===== src/rtl/fetch_pkg.sv =====
// Shared types and constants for the instruction-fetch PC controller.
// Latency: n/a (declarations only).
// Backpressure: n/a (declarations only).
package fetch_pkg;

    // Fetch sequencer states
    typedef enum logic [1:0] {
        IDLE  = 2'd0,
        FETCH = 2'd1,
        REDIR = 2'd2,
        HALT  = 2'd3
    } fetch_state_t;

    // PC value the PC register comes out of reset with
    localparam logic [15:0] RESET_PC = 16'h0000;
    // Byte increment per sequential 16-bit instruction
    localparam logic [15:0] PC_INC   = 16'd2;
    // Opcode field value that stops fetch
    localparam logic [3:0]  OPC_HLT  = 4'hF;

    // True when the opcode field of a fetched word matches the halt opcode
    function automatic logic is_hlt(input logic [15:0] word, input logic [3:0] opc);
        return word[15:12] == opc;
    endfunction

endpackage


===== src/rtl/sat_cnt16.sv =====
// 16-bit event counter that sticks at all-ones instead of wrapping.
// Latency: count reflects an inc one cycle after it is sampled.
// Backpressure: none; inc is sampled every cycle.
module sat_cnt16 (
    input  logic        clk,
    input  logic        rst_n,
    input  logic        inc,
    output logic [15:0] cnt
);

    // Count up on inc, hold once the maximum is reached
    always_ff @(posedge clk or negedge rst_n) begin
        if (!rst_n) begin
            cnt <= 16'h0000;
        end else if (inc && (cnt != 16'hFFFF)) begin
            cnt <= cnt + 16'd1;
        end
    end

endmodule


===== src/rtl/fetch_pc_ctrl.sv =====
// Next-PC selection and instruction-memory read sequencing between the PC register and decode.
// Latency: pc_next is combinational from pc and inputs; an accepted word appears on instr one cycle later.
// Backpressure: stall holds pc and the presented instr; an unaccepted read keeps imem_addr stable. FETCH_PERF_CNT_EN adds perf counters.
module fetch_pc_ctrl #(
    parameter logic [15:0] RESET_PC = fetch_pkg::RESET_PC,
    parameter logic [15:0] PC_INC   = fetch_pkg::PC_INC,
    parameter logic [3:0]  OPC_HLT  = fetch_pkg::OPC_HLT
) (
    input  logic        clk,
    input  logic        rst_n,
    input  logic [15:0] pc,
    output logic [15:0] pc_next,
    output logic        imem_req,
    output logic [15:0] imem_addr,
    input  logic        imem_rdy,
    input  logic [15:0] imem_data,
    input  logic        stall,
    input  logic        br_taken,
    input  logic [15:0] br_target,
    output logic [15:0] instr,
    output logic        instr_vld,
    output logic        halted,
    output logic [15:0] fetch_cnt,
    output logic [15:0] bubble_cnt
);
    import fetch_pkg::*;

    fetch_state_t state;
    // Destination of the most recent redirect seen while a squashed read was still outstanding
    logic [15:0]  redir_pc;
    logic         accept;
    logic         data_hlt;

    // A read is outstanding whenever we are fetching or draining a squashed read
    assign imem_req  = (state == FETCH) || (state == REDIR);
    // The PC register only moves when the read at pc completes, so pc is a stable address
    assign imem_addr = pc;
    // Words returned while draining a squashed read are dropped, so only FETCH can accept
    assign accept    = (state == FETCH) && imem_rdy && !stall && !br_taken;
    assign data_hlt  = is_hlt(imem_data, OPC_HLT);

    // Next PC: hold unless a word is accepted or a redirect can take effect this cycle
    always_comb begin
        pc_next = pc;
        case (state)
            FETCH: begin
                if (br_taken) begin
                    // Without data in hand the old read must drain first; pc stays put
                    if (imem_rdy) begin
                        pc_next = br_target;
                    end
                end else if (accept && !data_hlt) begin
                    pc_next = pc + PC_INC;
                end
            end
            REDIR: begin
                if (imem_rdy) begin
                    pc_next = br_taken ? br_target : redir_pc;
                end
            end
            HALT: begin
                if (br_taken) begin
                    pc_next = br_target;
                end
            end
            default: begin
                pc_next = pc;
            end
        endcase
    end

    // Fetch sequencer with registered instr/instr_vld/halted and pending redirect target
    always_ff @(posedge clk or negedge rst_n) begin
        if (!rst_n) begin
            state     <= IDLE;
            instr     <= 16'h0000;
            instr_vld <= 1'b0;
            halted    <= 1'b0;
            redir_pc  <= RESET_PC;
        end else begin
            case (state)
                IDLE: begin
                    // One settling cycle so the PC register's reset value is seen before the first read
                    state <= FETCH;
                end
                FETCH: begin
                    if (br_taken) begin
                        instr_vld <= 1'b0;
                        if (!imem_rdy) begin
                            redir_pc <= br_target;
                            state    <= REDIR;
                        end
                    end else if (!imem_rdy) begin
                        // A stalled decode still owns the current instr, so keep it valid
                        if (!stall) begin
                            instr_vld <= 1'b0;
                        end
                    end else if (!stall) begin
                        instr     <= imem_data;
                        instr_vld <= 1'b1;
                        if (data_hlt) begin
                            halted <= 1'b1;
                            state  <= HALT;
                        end
                    end
                end
                REDIR: begin
                    instr_vld <= 1'b0;
                    if (imem_rdy) begin
                        state <= FETCH;
                    end else if (br_taken) begin
                        redir_pc <= br_target;
                    end
                end
                HALT: begin
                    if (br_taken) begin
                        // The HLT was on a mispredicted path; resume at the target
                        halted    <= 1'b0;
                        instr_vld <= 1'b0;
                        state     <= FETCH;
                    end else if (!stall) begin
                        instr_vld <= 1'b0;
                    end
                end
                default: begin
                    state <= IDLE;
                end
            endcase
        end
    end

`ifdef FETCH_PERF_CNT_EN
    sat_cnt16 u_fetch_cnt (
        .clk   (clk),
        .rst_n (rst_n),
        .inc   (accept),
        .cnt   (fetch_cnt)
    );

    sat_cnt16 u_bubble_cnt (
        .clk   (clk),
        .rst_n (rst_n),
        .inc   (imem_req && !accept),
        .cnt   (bubble_cnt)
    );
`else
    assign fetch_cnt  = 16'h0000;
    assign bubble_cnt = 16'h0000;
`endif

endmodule


===== config.mk =====
export PLATFORM = sky130hd
export DESIGN_NAME = fetch_pc_ctrl
export DESIGN_NICKNAME = d
export VERILOG_FILES = /design/src/rtl/fetch_pkg.sv /design/src/rtl/sat_cnt16.sv /design/src/rtl/fetch_pc_ctrl.sv
export SDC_FILE = /design/constraint.sdc
export NUM_CORES = 1
export LEC_CHECK = 0
export BUFFER_PORTS_ARGS = -buffer_cell sky130_fd_sc_hd__buf_2
export CAP_MARGIN = 20
export CORE_ASPECT_RATIO = 1.1
export CORE_MARGIN = 2
export CORE_UTILIZATION = 44
export DETAILED_ROUTE_END_ITERATION = 10
export PLACE_DENSITY_LB_ADDON = 0.12
export REMOVE_ABC_BUFFERS = 1
export SKIP_LAST_GASP = 1
export SLEW_MARGIN = 10
export SYNTH_ARGS = -nofsm -noshare
export SYNTH_HDL_FRONTEND = slang
export SYNTH_SLANG_ARGS = --single-unit

===== constraint.sdc =====
create_clock -name clk -period 2.5 [get_ports clk]
set_clock_uncertainty 0.15 [all_clocks]
set_input_delay 0.5 -clock clk [delete_from_list [all_inputs] [get_ports clk]]
set_output_delay 0.5 -clock clk [all_outputs]
set_load 0.05 [all_outputs]

Word-level counts from Yosys, hierarchy flattened
Cells that the tools add are included.

Flip-flop bits (word level): 36. Logic and storage cells: 74.

$add $sub $neg: 1. Eq/ne operators: 18. Muxes and demuxes: 31. Bitwise logic cells: 2. Reduce and logical (&&, ||, !) cells: 17.

Operators with widths (count): $mux W16 (9); $pmux W16 S3 (1); $pmux W16 S2 (1); $ne A2 B2 Y1 const B (9); $add A16 B2 Y16 const B (1); $mux W2 (7); $ne A3 B3 Y1 const B (4); $reduce_and A6 Y1 (2); $mux W1 (10); $pmux W2 S4 (1); $reduce_and A4 Y1 (2); $eq A2 B2 Y1 const B (2); $eq A4 B4 Y1 const B (1); $logic_and A1 B1 Y1 (4); $ne A4 B4 Y1 const B (1); $reduce_bool A2 Y1 (2); $logic_not A1 Y1 (3); $pmux W1 S3 (1); $reduce_bool A3 Y1 (1); $eq A2 B1 Y1 const B (1); $logic_not A2 Y1 (1); $not A1 Y1 (2); $pmux W1 S2 (1); $reduce_and A2 Y1 (1); $logic_or A1 B1 Y1 (1).

Longest topological paths before layout
Gate-level depths: netlist (run 1).

Depth after elaboration: 8. Mapped depth: 8. Gate-level depth less buffers: 7.

Worst setup path after synthesis (run 1)
Ideal clock, no wire load.

Path kind: register to output. Start point: register state[1]. End point: output pc_next[4]. Arrival time: 2751 ps. Data required time: 1850 ps. Path slack: -901 ps. Cell stages (with the launch flop): 8. Path buffers: 1. Path through: dfrtp_1 inv_1 ha_1 nand4bb_4 buf_6 or3_4 o32a_1 o21ai_0.

Cells in the longest elaborated chain, start to end: 8. Elaborated cells between the ends (all ways): 10. Classes of those cells: eq/ne: 3; mux: 3; reduce/logical: 4.

Ends and longest elaborated chain: start, declared (RTL line fetch_pc_ctrl.sv:28) `fetch_state_t state;`; start signal, assigned (RTL line fetch_pc_ctrl.sv:75) `state <= IDLE;`; start signal, assigned (RTL line fetch_pc_ctrl.sv:84) `state <= FETCH;`; start signal, assigned (RTL line fetch_pc_ctrl.sv:91) `state <= REDIR;`; $eq A2 B1 Y1 (RTL line fetch_pc_ctrl.sv:39, fetch_pc_ctrl.sv:45); $logic_and A1 B1 Y1 (3 in a row) (RTL line fetch_pc_ctrl.sv:39) `assign accept = (state == FETCH) && imem_rdy && !stall && !br_taken;`; $logic_and A1 B1 Y1 (RTL line fetch_pc_ctrl.sv:52) `end else if (accept && !data_hlt) begin`; $mux W16 (RTL line fetch_pc_ctrl.sv:52); $mux W16 (RTL line fetch_pc_ctrl.sv:47) `if (br_taken) begin`; $pmux W16 S3 * (RTL line fetch_pc_ctrl.sv:45) `case (state)`; end, declared (RTL line fetch_pc_ctrl.sv:12) `output logic [15:0] pc_next,`.

Every way passes the cells marked *; elsewhere a longest branch is shown, timed or not.

Worst setup path after layout (run 1)
Start point: register state[1]. End point: output pc_next[6].

The elaborated chain is that of the path after synthesis.

==> results of run 1 <==
[worst min path at each step]
stage / start / endpoint / slack (ns) / cells after the start
2_1_floorplan: rst_n / halted / 0.05 / 0
6_report: rst_n / redir_pc[11] / 0.14 / 1
3_3_place_gp: instr[0] / instr[0] / 0.30 / 2
4_1_cts: rst_n / redir_pc[11] / 0.19 / 1
3_5_place_dp: instr[0] / instr[0] / 0.31 / 2
5_1_grt: rst_n / instr[0] / 0.22 / 1
[final cells by class]
| cell class | count | area (µm²) |
|---|---|---|
| multi-input cells | 303 | 2180 |
| fillers | 619 | 2380 |
| flip-flops and latches | 36 | 902 |
| clock buffers | 5 | 68.8 |
| clock inverters | 3 | 23.8 |
| inverters | 9 | 33.8 |
| well taps | 85 | 106 |
| repair buffers | 186 | 1270 |
[routing by layer]
metal	up-vias	routed length [µm]
li1	1603	-
met1	1621	4090
met2	161	4760
met3	10	705
met4	0	119
met5	-	0
[report_power, final]
group          internal [mW]  total (mW)  switching, mW
Combinational           1.57        4.11           2.55
Sequential             0.867        1.02          0.152
Clock                  0.198       0.443          0.245
[worst max-delay path: cells and delay by family, from the launching register on]
| family | cells | cell delay, ns |
|---|---|---|
| AO/OA/AOI/OAI | 3 | 0.56 |
| adder cells (fa/ha/maj) | 1 | 0.15 |
| buffers and inverters | 2 | 0.25 |
| AND/OR/NAND/NOR | 2 | 0.57 |
| flip-flops | 1 | 0.40 |
[state kept, by name, summed over array words and instances, names as in the netlist]
signal and cells:
halted 1, instr 16, redir_pc 16, state 2, instr_vld 1
[metrics by stage]
stage	hold slack [ns]	cell area, µm²
2_1_floorplan	0.0544	2780
3_5_place_dp	0.308	3990
6_report	0.145	4580
5_1_grt	0.218	4580
4_1_cts	0.191	4390
3_3_place_gp	0.304	3990
[synth_stat cells, types with 5 or more instances]
cell type,number
a211oi_1,5
a31oi_1,10
mux2_2,19
nand2_1,84
ha_1,6
o21ai_0,15
dfrtp_1,36
nand3_1,12
inv_1,9
nor2b_1,6
buf_2,7
buf_4,48
o22ai_1,10
a21oi_1,16
clkbuf_1,15
nand2b_1,5
mux2i_1,11
nor2_1,14
[what timing repair did]
item,4_1_cts,5_1_grt
gates resized for setup,76,37
endpoints found under the setup margin,16,16
buffers inserted,2,6
gates cloned,1,0
pin swaps,26,22
[logic make-up after synthesis]
family / after synthesis / synth area share (%)
compound gates: 92 / 20.0
fa+ha+maj: 6 / 2.40
buf+inv: 81 / 16.0
flops: 36 / 28.8
mux: 30 / 10.4
other cells: 1 / 0.120
simple gates: 143 / 22.4
==> reports/qor.yml, run 1 <==
route:
  drc: 0
  drtIter0Drc: 189
  via_per_inst: 5.41
  drtAntennaViolNets: 0
  routed_wl_mm: 9.67
  first_pass_iters: 5
  num_vias: 3395
  wire_per_inst_um: 15.4
worst_setup_path:
  worst_ep_required_time_ns: 1.85
  crit_path_end_kind: "output pin"
  startpoint_type: "register"
  crit_start: "state[1]"
  rr_startpoint: "state[0]"
  crit_chain: "inv_2 -> ha_4 -> nand4bb_4 -> or3_4 -> o211ai_2 -> o41ai_1 -> a221o_1 -> buf_6"
  arrival_ns: 2.23
  crit_slowest_cell: "dfrtp_1"
  max_stage_delay_ns: 0.40
  worstSetupEndpoint: "pc_next[6]"
  r2r_cells: 8
  r2r_end: "redir_pc[12]"
  crit_path_max_fanout: 5
  r2r_setup_slack_ns: 0.52
  worstSetupPathType: "register to output pin"
cells_and_area:
  final_cell_count_no_fill: 627
  final_cell_mix: "buf_2 (87), nand2_1 (79), buf_4 (77)"
  drive_above_1_share_pct: 50.0
  nNetsFinal: 600
  n_antenna_cell: 0
  syn2layout_area_growth_pct: 46.4
  fin_util_pct: 65.8
  layout_commonest_cell: "buf_2"
logic_synthesis:
  yosys.area.top_type_share_pct: 28.8
  synth_cell_types: 57
  ys_seq_area_share_pct: 28.8
  async_flop_share_pct: 100
  synth_warnings: 0
  synth_cells: 389
  synth-edff-count: 0
  yosysTopAreaCell: "dfrtp_1"
  syn_area_um2: 3130
  ys.flop_type: "dfrtp_1"
  synth.avg_cell_area_um2: 8.05
  ys_ff_latch: 36
  netlist_top_cells_area: "dfrtp_1 (29%), buf_4 (12%), nand2_1 (10%), mux2_2 (6.8%), mux2i_1 (3.5%)"
cts:
  clk_pin_slew_worst_paths_ns: 0.08
  clock_latency_ns: 0.29
  cts_tree: "built"
  root_buffer: "clkbuf_8"
  cts.sinks: 36
  cts_buffers: 5
  cts_hold_buffers: 0
  clock_path_buffers: 2
  htreeDepth: 2
timing:
  worst_slack_ns: -0.376
  rsz0062_at_grt: "true"
  max_freq_ghz: 0.348
  fin_setup_tns_ns: -4.49
  worstMarginPinSlew_ns: 0.842
  fin_crit_ns: 2.88
  setup_viol: 16
  layout_worst_path_cycle_share_pct: 115
  max-slew-margin-rel_pct: 43.9
  report.final.slew_viol_count: 0
  finalHoldViolations: 0
die:
  rows: 32
  dieArea_um2: 7810
  start_util_pct: 44.9
  die_w_um: 84.4
  die_h_um: 92.5
  io_pins: 136
  coreArea_um2: 6970
global_routing:
  top_usage_layer: "met2"
  grt_use_met2_pct: 40.4
  grt_pass1_wl_mm: 15.3
  gr-total-overflow: 0
  met1_usage_pct: 32.4
  grt_max_degree: 37
  gr-usage-all-layers_pct: 24.0
  grt_pass1_vias: 3104
  gr-usage-met3_pct: 3.30
  antenna_found_initial: 0
status:
  violations: "setup timing"
  status: "finished with violations"
placed_design:
  dpl.hpwl_mm: 7.00
  pre_cts_ws_ns: -0.303
  place.gp.congestion: 0.870
  io_buffers: 103
  placedCellCount: 611
pwr:
  finalPower_mw: 5.58
  vdd_drop_max_v: 0.000806
  power_density_nw_per_um2: 1220
  p_leak_nw: 2.22
run:
  max_cap_violations: 0
min_path:
  min_path_type: "input pin to asynchronous set/reset pin"
Note: power is estimated with default switching activity, not from simulation.
==> run 2: changes to the inputs <==
Settings changed: TNS_END_PERCENT set to 20.
Clock period 2.5 ns to 2.6 ns, I/O delays scaled along.
==> run 2 against run 1 <==
Effect of this change:
- the run still ends with setup timing left
- total power fell by 8.1%
- clock-buffer cell count stayed put
- critical path depth is the same
- clock power grew 18%
- worst hold slack gained 0.0084 ns
- sequential cell count did not move
- critical endpoint unchanged
- sequential power fell by 5%
- final cell count is 1.9% lower
- die area is the same
- critical path type unchanged
==> reports/qor.yml, run 2 (synthesis results as in run 1) <==
cells_and_area:
  final_cell_mix: "buf_2 (89), nand2_1 (83), buf_4 (75)"
  nNetsFinal: 588
  fin_util_pct: 61.1
  final_cell_count_no_fill: 615
  fillCellCount: 653
  n_antenna_cell: 0
  top_regs: "instr: 16 flops, redir_pc: 16 flops, state: 2 flops"
  finalInstanceArea_um2: 4260
  syn2layout_area_growth_pct: 35.9
  layout_commonest_cell: "buf_2"
  drive_above_1_share_pct: 43.8
global_routing:
  gr-total-overflow: 0
  grt_pass1_vias: 3079
  gr-usage-all-layers_pct: 23.8
  grt_max_degree: 37
  antenna_found_initial: 0
  grt_pass1_wl_mm: 15.0
cts:
  cts_buffers: 5
  clock_path_buffers: 2
  root_buffer: "clkbuf_8"
  clk_pin_slew_worst_paths_ns: 0.08
  cts_hold_buffers: 0
  clock_latency_ns: 0.30
  htreeDepth: 2
  cts_tree: "built"
  cts.sinks: 36
worst_setup_path:
  crit_path_end_kind: "output pin"
  path_buf_inv: 2
  crit_chain: "inv_2 -> ha_4 -> nand4bb_4 -> or3_4 -> o211ai_2 -> o41ai_1 -> a221o_1 -> buf_6"
  path_delay_family: "simple AND/OR/NAND/NOR gates"
  arrival_ns: 2.23
  max_stage_delay_ns: 0.40
  worstSetupPathType: "register to output pin"
  startpoint_type: "register"
  crit_path_max_fanout: 5
  crit_slowest_cell: "dfrtp_1"
  worst_ep_required_time_ns: 1.93
die:
  coreArea_um2: 6970
  die_w_um: 84.4
  rows: 32
  die_h_um: 92.5
  start_util_pct: 44.9
  io_pins: 136
  dieArea_um2: 7810
run:
  max_cap_violations: 0
timing:
  worst_slack_ns: -0.298
  rsz0062_at_grt: "true"
  finalHoldViolations: 0
  fin_setup_tns_ns: -3.81
  max-slew-margin-rel_pct: 44.7
  hold_slack_ns: 0.153
  fin_crit_ns: 2.90
  setup_viol: 16
  worstMarginPinSlew_ns: 0.830
  layout_worst_path_cycle_share_pct: 111
  report.final.slew_viol_count: 0
  max_freq_ghz: 0.345
pwr:
  power_density_nw_per_um2: 1200
  finalPower_mw: 5.13
  vdd_drop_max_v: 0.000733
  p_leak_nw: 2.13
route:
  via_per_inst: 5.22
  routed_wl_mm: 9.16
  drc: 0
  drtAntennaViolNets: 0
  first_pass_iters: 4
  drtIter0Drc: 155
  wire_per_inst_um: 14.9
  num_vias: 3212
placed_design:
  io_buffers: 103
  dpl.hpwl_mm: 6.96
  place_area_um2: 3940
  pre_cts_ws_ns: -0.220
  placedCellCount: 602
  place.gp.congestion: 0.879
status:
  status: "finished with violations"
  violations: "setup timing"
min_path:
  min_path_type: "input pin to asynchronous set/reset pin"
[run 2: cell types whose count changed in the layout (fill, tap and decap cells not counted), sizes merged]
| cell | change |
|---|---|
| buf | -12 |
| bufinv | +1 |
| clkinv | -1 |
| clkinvlp | -1 |
| inv | +1 |
[run 2: layer usage]
metal	share of wire [%]	track usage, %
met5	0	0
met4	1.4	7.67
met3	7.5	4.55
met2	48	39.4
met1	43	31.5
[run 2: area by class of cell]
type | count | area [µm²] | share of cell area [%]
Timing Repair Buffer | 174 | 1140 | 26.8
Multi-Input combinational cell | 303 | 1960 | 46.0
Sequential cell | 36 | 902 | 21.2
Inverter | 9 | 33.8 | 0.794
Clock buffer | 5 | 68.8 | 1.62
Clock inverter | 3 | 46.3 | 1.09
Tap cell | 85 | 106 | 2.50
[run 2: worst register-to-register path, delay by kind of cell (launching register included)]
family / cells / cell delay [ns]
AO/OA/AOI/OAI: 2 / 0.29
adder cells (fa/ha/maj): 1 / 0.19
buffers and inverters: 4 / 0.54
flip-flops: 1 / 0.40
AND/OR/NAND/NOR: 2 / 0.45
[run 2: final timing paths]
kind	start	end	slack [ns]	depth (start not counted)
setup / recovery	state[1]	pc_next[6]	-0.30	8
hold / removal	rst_n	redir_pc[13]	0.15	1
setup reg to reg	state[1]	state[1]	0.52	9
hold reg to reg	instr[12]	instr[12]	0.32	2
max in group asynchronous	rst_n	state[0]	1.57	1
min in group clk	imem_data[6]	instr[6]	0.25	3
[run 2: what timing repair did]
action	4_1_cts	5_1_grt
gates cloned	0	0
setup buffers	4	1
pin swaps	11	0
gates resized for setup	48	3
endpoints found under the setup margin	16	16
[run 2: power by group]
group	total, mW	internal, mW	switching [mW]
logic	3.63	1.32	2.31
clock network	0.522	0.289	0.233
registers	0.974	0.833	0.141
total	5.13	2.44	2.68
